File: config.mk
export PLATFORM = sky130hd
export DESIGN_NAME = seq_mult_engine
export DESIGN_NICKNAME = d
export VERILOG_FILES = /design/src/rtl/seq_mult_engine.sv
export SDC_FILE = /design/constraint.sdc
export NUM_CORES = 1
export LEC_CHECK = 0
export CAP_MARGIN = 20
export CORE_MARGIN = 2
export CORE_UTILIZATION = 45
export CTS_BUF_LIST = sky130_fd_sc_hd__clkbuf_2
export DETAILED_ROUTE_END_ITERATION = 8
export GPL_TIMING_DRIVEN = 0
export PLACE_DENSITY = 0.65
export SLEW_MARGIN = 20
export SYNTH_ARGS = -nofsm -noshare
export SYNTH_HDL_FRONTEND = slang
export SYNTH_SLANG_ARGS = --single-unit
File: constraint.sdc
create_clock -name clk -period 7.75 [get_ports clk]
set_input_delay 1.55 -clock clk [delete_from_list [all_inputs] [get_ports clk]]
set_output_delay 1.55 -clock clk [all_outputs]
set_load 0.03 [all_outputs]
File: src/rtl/seq_mult_engine.sv
// seq_mult_engine: sequential shift-add multiplier with start/busy/done handshake.
// Produces a full 2W-bit product in signed or unsigned mode and stops early
// once the multiplier has no set bits left.
//
// Ports:
//   clk, rst        clock and synchronous active-high reset
//   start           begin an operation (accepted in IDLE or DONE only)
//   signed_mode     1 = two's-complement operands (sampled with start)
//   operand_a/b     multiplicand / multiplier (sampled with start)
//   result          low W bits of the product
//   result_hi       high W bits of the product
//   overflow        product does not fit in W bits for the latched mode
//   busy            high in RUN and FINISH
//   done            high in DONE
//   iterations      RUN cycles used by the last operation
module seq_mult_engine #(
    parameter int BIT_WIDTH = 16,
    parameter int CNT_WIDTH = $clog2(BIT_WIDTH + 1)
) (
    input  logic                 clk,
    input  logic                 rst,
    input  logic                 start,
    input  logic                 signed_mode,
    input  logic [BIT_WIDTH-1:0] operand_a,
    input  logic [BIT_WIDTH-1:0] operand_b,
    output logic [BIT_WIDTH-1:0] result,
    output logic [BIT_WIDTH-1:0] result_hi,
    output logic                 overflow,
    output logic                 busy,
    output logic                 done,
    output logic [CNT_WIDTH-1:0] iterations
);
    localparam int W = BIT_WIDTH;
    localparam int P = 2 * BIT_WIDTH;

    typedef enum logic [1:0] {IDLE, RUN, FINISH, DONE} state_t;

    state_t               state_q, state_d;
    logic [P-1:0]         acc_q, mcand_q;
    logic [W-1:0]         mplier_q;
    logic [CNT_WIDTH-1:0] cnt_q;
    logic                 neg_q, signed_q;

    logic [W-1:0]         mag_a, mag_b;
    logic                 neg_in, load;
    logic [W-1:0]         mplier_shr;
    logic [CNT_WIDTH-1:0] cnt_nxt;
    logic [P-1:0]         product;
    logic                 ovf_calc;

    // Magnitudes fit in W unsigned bits, so -2^(W-1) maps to 2^(W-1) exactly.
    always_comb begin
        mag_a  = operand_a;
        mag_b  = operand_b;
        neg_in = 1'b0;
        if (signed_mode) begin
            if (operand_a[W-1]) mag_a = ~operand_a + 1'b1;
            if (operand_b[W-1]) mag_b = ~operand_b + 1'b1;
            neg_in = operand_a[W-1] ^ operand_b[W-1];
        end
    end

    assign load       = start && (state_q == IDLE || state_q == DONE);
    assign mplier_shr = mplier_q >> 1;
    assign cnt_nxt    = cnt_q + 1'b1;

    // Sign applied once at the end on the unsigned accumulator.
    always_comb begin
        product = neg_q ? (~acc_q + 1'b1) : acc_q;
        if (signed_q)
            ovf_calc = !((&product[P-1:W-1]) || !(|product[P-1:W-1]));
        else
            ovf_calc = |product[P-1:W];
    end

    always_ff @(posedge clk) begin
        if (rst) state_q <= IDLE;
        else     state_q <= state_d;
    end

    always_comb begin
        state_d = state_q;
        case (state_q)
            IDLE, DONE: begin
                if (start)
                    state_d = (mag_a == '0 || mag_b == '0) ? FINISH : RUN;
            end
            RUN: begin
                // Stop as soon as no multiplier bits remain.
                if (mplier_shr == '0 || cnt_nxt == CNT_WIDTH'(W))
                    state_d = FINISH;
            end
            FINISH:  state_d = DONE;
            default: state_d = IDLE;
        endcase
    end

    always_ff @(posedge clk) begin
        if (rst) begin
            acc_q      <= '0;
            mcand_q    <= '0;
            mplier_q   <= '0;
            cnt_q      <= '0;
            neg_q      <= 1'b0;
            signed_q   <= 1'b0;
            result     <= '0;
            result_hi  <= '0;
            overflow   <= 1'b0;
            iterations <= '0;
        end else begin
            if (load) begin
                acc_q    <= '0;
                mcand_q  <= {{W{1'b0}}, mag_a};
                mplier_q <= mag_b;
                cnt_q    <= '0;
                neg_q    <= neg_in;
                signed_q <= signed_mode;
            end else if (state_q == RUN) begin
                if (mplier_q[0]) acc_q <= acc_q + mcand_q;
                mcand_q  <= mcand_q << 1;
                mplier_q <= mplier_shr;
                cnt_q    <= cnt_nxt;
            end else if (state_q == FINISH) begin
                result     <= product[W-1:0];
                result_hi  <= product[P-1:W];
                overflow   <= ovf_calc;
                iterations <= cnt_q;
            end
        end
    end

    assign busy = (state_q == RUN) || (state_q == FINISH);
    assign done = (state_q == DONE);

endmodule

==> impl_metrics.toml <==
[sta]
hold_ws_ns = 0.498
drv_slew = 0
max_freq_ghz = 0.242
rsz0062_at_grt = "no"
tns_ns = 0
finalHoldViolations = 0
worstMarginPinSlew_ns = 0.922
slew_headroom_pct = 37.8
setup-violations-final = 0
post-route-min-period_ns = 4.14
skew_ns = 0.0222
timing.final.crit_share_pct = 53.4

[power_and_ir_drop]
total_leakage_power_nw = 3.42
clkPwrFrac_pct = 16.0
power-per-cell-area_mw_per_mm2 = 263
switching_share_pct = 43.5
internal-power_mw = 1.37
combPwrFrac_pct = 47.8
seqPwrFrac_pct = 36.2
switchingPower_mw = 1.06
ir_drop_v = 0.000149

[route]
drt-initial-drc-count = 355
vias_per_cell = 5.55
routed_wl_um = 20700
dr.pass1.iters = 7
vias = 7314
ant_nets = 0
wl_per_cell_um = 15.7
post-route-drc-count = 0

[yosys]
muxShareOfSynthArea_pct = 6.53
ys_ff_latch = 127
synth.area.top_cells = "dfxtp_1 32%, a211oi_1 6.5%, mux2i_1 6.2%"
synth_top_area_share_pct = 31.7
synth_xor_area_share_pct = 9.29
synth-seq-area-share_pct = 31.7
yosysWarnings = 0
synthCells = 990
synth_area_per_cell_um2 = 8.09
yosys.area_share.adder_pct = 6.34
syn_area_mm2 = 0.00801
synth_edf_count = 0
synth.largest_area_cell = "dfxtp_1"
synthArstFlopShare_pct = 0
synth_top_family_by_area = "compound AO/OA/AOI/OAI gates"
synth-compound-area-share_pct = 22.1
yosys.area_share.simple_pct = 19.8
synth_nets = 1066
netlist-cell-type-count = 62
synthFlopType = "dfxtp_1"

[global_route]
grt_pass1_wl_um = 33900
grt_max_degree = 17
track_usage_pct = 22.9
grt_pass1_vias = 6774
grt_remaining_overflow = 0
grt_antenna_before_repair = 1

[clock_tree]
ctsResizeCount = 0
clock_sinks = 127
cts_root_buffer = "clkbuf_2"
clkTransAtPathRegs_ns = 0.17
hold_buffers = 0
numCtsBuffers = 17
post_cts_buffers = 0
cts_tree = "done"
h-tree-depth = 4
cts_max_path_buffers = 2
clk_latency_ns = 0.72

[layout]
design_area_mm2 = 0.00922
area_growth_pct = 15.1
multi_input_area_mm2 = 0.00514
fillers = 1758
mostFrequentLayoutCells = "127 x dfxtp_1, 125 x nor2_1, 82 x nand2_1, 71 x clkdlybuf4s50_1, 69 x a211oi_1"
drive_above_1_share_pct = 4.03
layout.area.seq_mm2 = 0.00254
final_common_cell = "dfxtp_1"
final_nets = 1156

[worst_setup_path]
cp-end-kind = "flip-flop"
cp.required_ns = 8.35
crit_arrival_ns = 4.74
crit_type = "in2reg"
cp_max_fo = 5
cp-start-kind = "primary input"

[outcome]
status = "finished, final reports clean"

[floorplan]
io_pins = 76
core_mm2 = 0.0174
std_cell_rows = 48
start_util_pct = 46.2
die_area_mm2 = 0.0189
die_x_um = 137
die_h_um = 137

[placement]
portBuffers = 71
place_hpwl_um = 16200
gp_congestion = 0.940
placed_cell_area_mm2 = 0.00900

[flow_run]
drv_cap = 0

[worst_hold_path]
hp-class = "reg2reg"
==> through the flow <==
stage	power [mW]	util (%)	cells	setup slack (ns)
4_1_cts	2.44	53.1	1318	3.67
3_3_place_gp	2.05	51.9	1286	2.87
2_1_floorplan	1.69	-	990	3.85
5_1_grt	2.59	53.1	1319	3.53
6_report	2.43	53.1	1319	3.61
3_5_place_dp	2.05	51.9	1286	2.84
==> routing by layer <==
| layer | GRT usage, % | share of wire, % | vias up | routed length, µm |
|---|---|---|---|---|
| met1 | 29.7 | 47 | 3317 | 9750 |
| met3 | 4.19 | 5.0 | 29 | 1030 |
| met2 | 38.1 | 46 | 193 | 9460 |
| met5 | 0 | 0 | - | 0 |
| met4 | 7.85 | 2.1 | 0 | 431 |
| li1 | - | - | 3775 | - |
==> worst max-delay path: stages <==
cell and delay [ns]:
clkdlybuf4s50_1 0.49, nor4_1 0.45, or3b_2 0.52, nand2b_1 0.17
or3_1 0.39, o31ai_1 0.26, xor2_1 0.26, o21ai_0 0.18
o211ai_1 0.32, a311oi_1 0.14
==> registers in the layout, summed over array words and instances, names as in the netlist <==
register	cells
mcand_q	32
result	16
overflow	1
signed_q	1
cnt_q	5
mplier_q	16
iterations	5
state_q	2
acc_q	32
neg_q	1
result_hi	16
==> cell families after synthesis <==
group / count (synthesis)
flip-flops: 127
AND/OR/NAND/NOR: 337
buffers and inverters: 84
adder cells (fa/ha/maj): 40
multiplexers: 52
XOR/XNOR: 85
AO/OA/AOI/OAI: 265
==> path summary, 6_finish.rpt <==
| kind | start | to | slack [ns] | cells after the start |
|---|---|---|---|---|
| setup reg to reg | acc_q[18] | overflow | 4.04 | 11 |
| hold / removal | result_hi[11] | result_hi[11] | 0.50 | 2 |
| setup / recovery | operand_a[3] | state_q[0] | 3.61 | 10 |
| hold reg to reg | result_hi[11] | result_hi[11] | 0.50 | 2 |
==> power groups by stage <==
stage                     sequential (mW)  combinational (mW)  clock [mW]
after floorplan                     0.960               0.729           0
after global placement              0.890                1.16           0
after detailed placement            0.892                1.16           0
after CTS                           0.878                1.16       0.397
after global routing                0.896                1.28       0.420
final                               0.879                1.16       0.387
==> Yosys cell counts, types with 23 or more instances <==
cell type	instances
a211oi_1	69
a21oi_1	61
clkbuf_1	49
dfxtp_1	127
ha_1	39
mux2i_1	50
nand2_1	82
nand3_1	23
nor2_1	125
o21ai_0	47
xnor2_1	37
xor2_1	48
==> cell type report <==
class | count | share of cell area [%]
inverters | 22 | 0.896
flip-flops and latches | 127 | 27.6
well taps | 225 | 3.05
clock inverters | 15 | 1.38
repair buffers | 71 | 7.71
plain buffers | 62 | 2.71
diodes | 1 | 0.0271
multi-input cells | 779 | 55.7
clock buffers | 17 | 0.923
Power figures use the tool's default switching activity.
